### src/rtl/word_pack.sv
// Serial-to-block packer: collects WORD_W-bit words into one WORDS-word block,
// word 0 in the most-significant slot, with early close (zero fill) and discard.
module word_pack #(
  parameter  int WORD_W  = 32,
  parameter  int WORDS   = 16,
  localparam int BLOCK_W = WORD_W * WORDS,
  localparam int CNT_W   = $clog2(WORDS) + 1
) (
  input  logic               clk,
  input  logic               rst,
  input  logic               clear,
  input  logic [WORD_W-1:0]  in_data,
  input  logic               in_valid,
  input  logic               in_last,
  output logic               in_ready,
  output logic [BLOCK_W-1:0] block,
  output logic               block_valid,
  input  logic               block_ready,
  output logic [CNT_W-1:0]   block_words,
  output logic [CNT_W-1:0]   fill_count
);

  typedef enum logic {
    FILL = 1'b0,
    HOLD = 1'b1
  } state_e;

  localparam logic [CNT_W-1:0] LAST_SLOT = CNT_W'(WORDS - 1);

  state_e             state_q, state_d;
  logic [BLOCK_W-1:0] block_q, block_d;
  logic [CNT_W-1:0]   fill_count_q, fill_count_d;
  logic [CNT_W-1:0]   block_words_q, block_words_d;
  int                 lsb;

  // NOTE: every variable gets its hold value before any branch, so no path
  // through this block can leave one unassigned and infer a latch.
  always_comb begin
    state_d       = state_q;
    block_d       = block_q;
    fill_count_d  = fill_count_q;
    block_words_d = block_words_q;
    lsb           = (WORDS - 1 - int'(fill_count_q)) * WORD_W;

    if (clear) begin
      state_d       = FILL;
      block_d       = '0;
      fill_count_d  = '0;
      block_words_d = '0;
    end else begin
      unique case (state_q)
        FILL: begin
          if (in_valid) begin
            block_d[lsb +: WORD_W] = in_data;
            if (in_last || fill_count_q == LAST_SLOT) begin
              state_d       = HOLD;
              block_words_d = fill_count_q + 1'b1;
              fill_count_d  = '0;
            end else begin
              fill_count_d = fill_count_q + 1'b1;
            end
          end
        end
        HOLD: begin
          // Zeroing on release is what provides the zero fill after an early close.
          if (block_ready) begin
            state_d       = FILL;
            block_d       = '0;
            block_words_d = '0;
          end
        end
        default: state_d = FILL;
      endcase
    end
  end

  // NOTE: the block register is reset along with the control state, since
  // unwritten slots must read as zero after an early close.
  always_ff @(posedge clk) begin
    // NOTE: non-blocking assignments keep all registers updating from the same
    // pre-edge values regardless of statement order.
    if (rst) begin
      state_q       <= FILL;
      block_q       <= '0;
      fill_count_q  <= '0;
      block_words_q <= '0;
    end else begin
      state_q       <= state_d;
      block_q       <= block_d;
      fill_count_q  <= fill_count_d;
      block_words_q <= block_words_d;
    end
  end

  assign in_ready    = (state_q == FILL);
  assign block_valid = (state_q == HOLD);
  assign block       = block_q;
  assign block_words = block_words_q;
  assign fill_count  = fill_count_q;

endmodule
### config.mk
export PLATFORM = sky130hd
export DESIGN_NAME = word_pack
export DESIGN_NICKNAME = d
export VERILOG_FILES = /design/src/rtl/word_pack.sv
export SDC_FILE = /design/constraint.sdc
export NUM_CORES = 1
export LEC_CHECK = 0
export ABC_AREA = 0
export CELL_PAD_IN_SITES_DETAIL_PLACEMENT = 2
export CELL_PAD_IN_SITES_GLOBAL_PLACEMENT = 2
export CORE_MARGIN = 1
export CORE_UTILIZATION = 29
export DETAILED_ROUTE_END_ITERATION = 10
export PLACE_DENSITY = 0.88
export SYNTH_ARGS = -nofsm -noshare
export SYNTH_HDL_FRONTEND = slang
export SYNTH_SLANG_ARGS = --single-unit
### constraint.sdc
create_clock -name clk -period 4.1 [get_ports clk]
set_clock_uncertainty 0.15 [all_clocks]
set_input_delay 0.82 -clock clk [delete_from_list [all_inputs] [get_ports clk]]
set_output_delay 0.82 -clock clk [all_outputs]
set_load 0.005 [all_outputs]
==> Word level (Yosys, flattened, before mapping) <==
Cells that the tools add are included.
{ "totals": {"reg_bits": 523, "in_bits": 38, "out_inout_bits": 524, "wordCells": 32} }
{ "classes": {"addsub": 3, "eq_ne": 4, "shift": 2, "muxes": 13, "bitwise_logic": 1, "n_reduce_logical": 5} }
{ "ops": {"columns": ["operator", "n"], "rows": [
  ["$mux 512", 2],
  ["$pmux 512 s2", 1],
  ["$bwmux 512", 1],
  ["$shift 32x33->512 const A", 1],
  ["$shiftx 32x33->512", 1],
  ["$neg 11->33", 1],
  ["$mux 5", 4],
  ["$pmux 5 s2", 1],
  ["$sub 4x5->6 const A", 1],
  ["$add 5x1->5 const B", 1],
  ["$eq 5x4->1 const B", 1],
  ["$ne 2x2->1 const B", 2],
  ["$reduce_and 2->1", 2],
  ["$mux 1", 3],
  ["$reduce_and 3->1", 1],
  ["$ne 2x1->1 const B", 1],
  ["$pmux 1 s2", 1],
  ["$reduce_or 2->1", 1],
  ["$logic_or 1x1->1", 1],
  ["$not 1->1", 1]
]} }

==> Depth between registers and ports, before layout <==
{ "logic_depth": {"depth_word": 6, "ltp_mapped": 12, "ltp_nobuf": 8} }

==> Worst setup path before layout <==
OpenSTA, ideal clock, no wires.
{ "synth_path": {"path_kind": "reg-to-reg", "startpoint": "register fill_count_q[0] (netlist: fill_count[0])", "endpoint": "register block_q[413] (netlist: block[413])", "setup_time_ns": 0.132, "t_arrival_ns": 2.863, "required_time_ns": 3.818, "path_slack_ns": 0.955, "stages_incl_launch_ff": 12, "n_path_buf": 4, "synth_period_minus_slack_ns": 3.145, "path_cell_list": "dfxtp_1 -> clkbuf_1 -> nand2_1 -> or3_1 -> inv_1 -> ha_1 -> buf_2 -> nor4_2 -> buf_2 -> o2111ai_1 -> buf_2 -> mux2i_1"} }
{ "synth_between": {"elab_chain_cells": 6, "word_cells_on_any_way": 7, "classes_between": "add/sub: 2; shift: 2; mux: 3"} }
{ "synth_rtl": {"columns": ["item", "line", "rtl"], "rows": [
  ["start: declaration", "32", "logic [CNT_W-1:0] fill_count_q, fill_count_d;"],
  ["start signal: assignment", "90", "fill_count_q <= fill_count_d;"],
  ["$sub 4x5->6 (*)", "43", "lsb = (WORDS - 1 - int'(fill_count_q)) * WORD_W;"],
  ["$neg 11->33 (*)", "54", "block_d[lsb +: WORD_W] = in_data;"],
  ["$shiftx 32x33->512 / $shift 32x33->512 (equally long branches)", "54", null],
  ["$bwmux 512 (*)", "54", null],
  ["$mux 512 (*)", "53", "if (in_valid) begin"],
  ["$pmux 512 s2 (*)", "51", "unique case (state_q)"],
  ["end signal: assignment", "89", "block_q <= block_d;"],
  ["end: declaration", "31", "logic [BLOCK_W-1:0] block_q, block_d;"]
]} }
Mark *: on every way between the ends. The rest lies on a longest branch, timed or not. The select of a mux whose other input is x is not followed.
A chain may end at the register's enable or synchronous reset.

==> Worst setup path in the final report <==
{ "layout_path": {"startpoint": "register fill_count_q[0] (netlist: fill_count[0])", "endpoint": "register block_q[339] (netlist: block[339])"} }
Same word-level chain as after synthesis.

==> impl_metrics.py <==
metrics = {
    "run_status": {
        "outcome": "completed",
    },
    "pwr": {
        "swShare_pct": 23.2,
        "share_comb_of_total_power_pct": 3.7,
        "intPower_mw": 8.31,
        "leakage_nw": 12.8,
        "p_total_mw": 10.8,
        "p_seq_share_pct": 47.2,
        "switching_power_mw": 2.51,
        "pwr-share-clk_pct": 49.1,
        "pwr_density_cell_mw_per_mm2": 390,
        "ir_worst_vdd_v": 0.000290,
    },
    "routing": {
        "routed_wirelength_mm": 85.0,
        "wl_per_cell_um": 26.1,
        "firstDrtPassIters": 5,
        "avgViaCountPerCell": 4.91,
        "vias": 16000,
        "drc": 0,
        "first_iter_violations": 613,
        "antenna_left": 0,
    },
    "layout": {
        "fin_util_pct": 42.9,
        "multi_input_area_mm2": 0.00823,
        "syn_to_final_growth_pct": 45.7,
        "fin_nets": 2407,
        "fillers": 6655,
        "final_cells": 3263,
        "regArea_mm2": 0.0105,
        "drive_gt1_share_pct": 6.86,
    },
    "min_path": {
        "hp-class": "reg2reg",
        "hold_path_depth": 2,
    },
    "clock_tree": {
        "ctsHoldBuffers": 0,
        "cts_resized": 0,
        "clock_sinks": 523,
        "clock_path_buffers": 3,
        "clk-insertion-delay-late_ps": 600,
        "clkTransAtPathRegs_ps": 70,
        "cts_tree": "built",
        "cts-htree-levels": 2,
        "root_buffer": "clkbuf_16",
        "numCtsBuffers": 57,
        "post_cts_buffers": 0,
    },
    "timing": {
        "finalSetupTns_ps": 0,
        "timing.hold.ws_ps": 312,
        "fmaxAchievable_ghz": 0.267,
        "rsz0062_at_grt": "false",
        "slew-limit-headroom_pct": 19.9,
        "drv_slew": 0,
        "worst_slew_pin_slew_ps": 1200,
        "timing.final.crit_period_ps": 3750,
        "period_share_pct": 91.5,
        "setup_viol": 0,
        "hold_viol_final": 0,
    },
    "synthesis": {
        "dominantRegCellSynth": "dfxtp_1",
        "ys_warn_count": 0,
        "async_flop_share_pct": 0,
        "postSynthAreaPerCell_um2": 10.3,
        "ys_seq_elements": 523,
        "yosysSeqAreaShare_pct": 54.9,
        "syn-num-nets": 1888,
        "synth_edf_count": 0,
        "yosysUniqueCellTypes": 33,
        "syn_inst": 1844,
        "synth_area_mm2": 0.0191,
    },
    "die": {
        "core_mm2": 0.0647,
        "start_util_pct": 29.5,
        "die_area_mm2": 0.0667,
        "num_rows": 93,
        "fp.dieW_um": 258,
        "io-pin-count": 562,
        "die_h_um": 258,
    },
    "global_routing": {
        "overflow": 0,
        "grt_max_degree": 92,
        "grt_use_total_pct": 24.7,
        "antenna_found_initial": 2,
        "grt_pass1_vias": 18300,
        "grt_pass1_wl_mm": 123,
    },
    "setup_path": {
        "endpoint_kind": "flip-flop",
        "critPathCapture": "block[339]$_SDFFE_PP0P_",
        "r2r_setup_slack_ps": 350,
        "rr_worst_depth": 10,
        "path_class": "reg2reg",
        "critPathMaxFanout": 32,
        "r2r_end": "block[339]$_SDFFE_PP0P_",
        "startpoint_type": "flip-flop",
        "crit_path_start": "fill_count[0]$_SDFFE_PP0P_",
        "r2r_start": "fill_count[0]$_SDFFE_PP0P_",
        "cp.required_ps": 4370,
        "worstPathArrival_ps": 4020,
    },
    "place": {
        "io_buffer_count": 561,
        "dpl.hpwl_mm": 56.0,
        "place_congestion": 0.815,
        "dp.cells": 3159,
    },
    "job": {
        "max_cap_violations": 0,
    },
}
cells by family (layout without fill, tap and decap cells):
family | count (synthesis) | after routing | synth area share, %
other cells | 0 | 1 | 0
compound gates | 28 | 28 | 1.25
flops | 523 | 523 | 54.9
mux | 514 | 514 | 27.0
buf+inv | 155 | 718 | 3.40
fa+ha+maj | 6 | 6 | 0.394
simple gates | 615 | 615 | 12.8
xor+xnor | 3 | 3 | 0.217
state kept, by name, summed over array words and instances (netlist names):
register,flops
block,512
block_words,5
block_valid,1
fill_count,5
power by group through the flow:
stage | combinational (mW) | clock [mW] | sequential (mW)
after floorplan | 0.182 | 0 | 5.22
after global placement | 0.388 | 0 | 5.22
after detailed placement | 0.399 | 0 | 5.22
after CTS | 0.405 | 5.42 | 5.10
after global routing | 0.420 | 5.60 | 5.10
final | 0.405 | 5.31 | 5.10
worst max-delay path, cell delays in order, from the launching register on:
cell and delay [ps]:
dfxtp_1 600, ha_1 340, and4b_1 320, inv_1 80, ha_1 300, nand4b_1 230, nor4_4 270, buf_4 410
o2111ai_4 180, buf_4 430, mux2i_1 210
routing by layer:
| layer | wire length (µm) | share of wire, % | global-route usage [%] |
|---|---|---|---|
| met2 | 42100 | 49 | 43.9 |
| met4 | 3160 | 3.7 | 9.65 |
| met1 | 33700 | 40 | 27.7 |
| met3 | 6110 | 7.2 | 7.11 |
| met5 | 0 | 0 | 0 |
through the flow:
step / cell area, µm² / setup slack (ps)
final: 27800 / 350
after global routing: 27800 / 163
after CTS: 27800 / 339
after detailed placement: 25900 / 344
after global placement: 25900 / 624
after floorplan: 19100 / 955
layout by cell type (no fill, tap or decap), types with 2 or more instances in the layout:
cell	instances
clkdlybuf4s50_1	561
nor4_1	5
buf_4	42
a21oi_1	7
bufinv_16	5
nand4b_1	2
or3_1	2
ha_1	6
nor2_1	7
clkbuf_16	57
mux2i_1	514
nand2b_1	5
inv_1	5
buf_12	7
clkbuf_1	13
nor4_4	2
clkbuf_8	12
and2_1	2
nand3_1	25
clkinv_2	12
nand2_1	551
dfxtp_1	523
nor3_1	4
or2_2	2
o2111ai_4	16
worst min-delay path by stage:
stage	startpoint	end	slack, ps
global route	block[338]$_SDFFE_PP0P_	block[338]$_SDFFE_PP0P_	330
finish	block[489]$_SDFFE_PP0P_	block[489]$_SDFFE_PP0P_	310
detailed placement	block[76]$_SDFFE_PP0P_	block[76]$_SDFFE_PP0P_	310
CTS	block[67]$_SDFFE_PP0P_	block[67]$_SDFFE_PP0P_	320
global placement	block[469]$_SDFFE_PP0P_	block[469]$_SDFFE_PP0P_	290
floorplan	block[259]$_SDFFE_PP0P_	block[259]$_SDFFE_PP0P_	300
Yosys cell counts (all sizes together) (2+ instances only):
library cell,number,share of area (%)
nand3,25,0.66
o21ai,2,0.052
or2,2,0.066
inv,5,0.098
xor2,2,0.13
nor4,7,0.30
dfxtp,523,55
nand4b,2,0.092
o2111ai,16,0.90
nor3,4,0.11
and2,2,0.066
nand2,551,11
mux2i,514,27
a21oi,8,0.21
buf,53,1.4
nor2,9,0.18
clkbuf,97,1.9
nand2b,5,0.16
ha,6,0.39
or3,2,0.066
area by class of cell:
type                       count  share of cell area [%]
tap                          855                    3.85
sequential                   523                    37.7
inverter                       5                  0.0676
timing repair buffer         610                    21.9
antenna                        1                 0.00901
clock buffer                  82                    5.91
multi-input combinational   1166                    29.7
clock inverter                21                   0.928
Note: power is estimated with default switching activity, not from simulation.
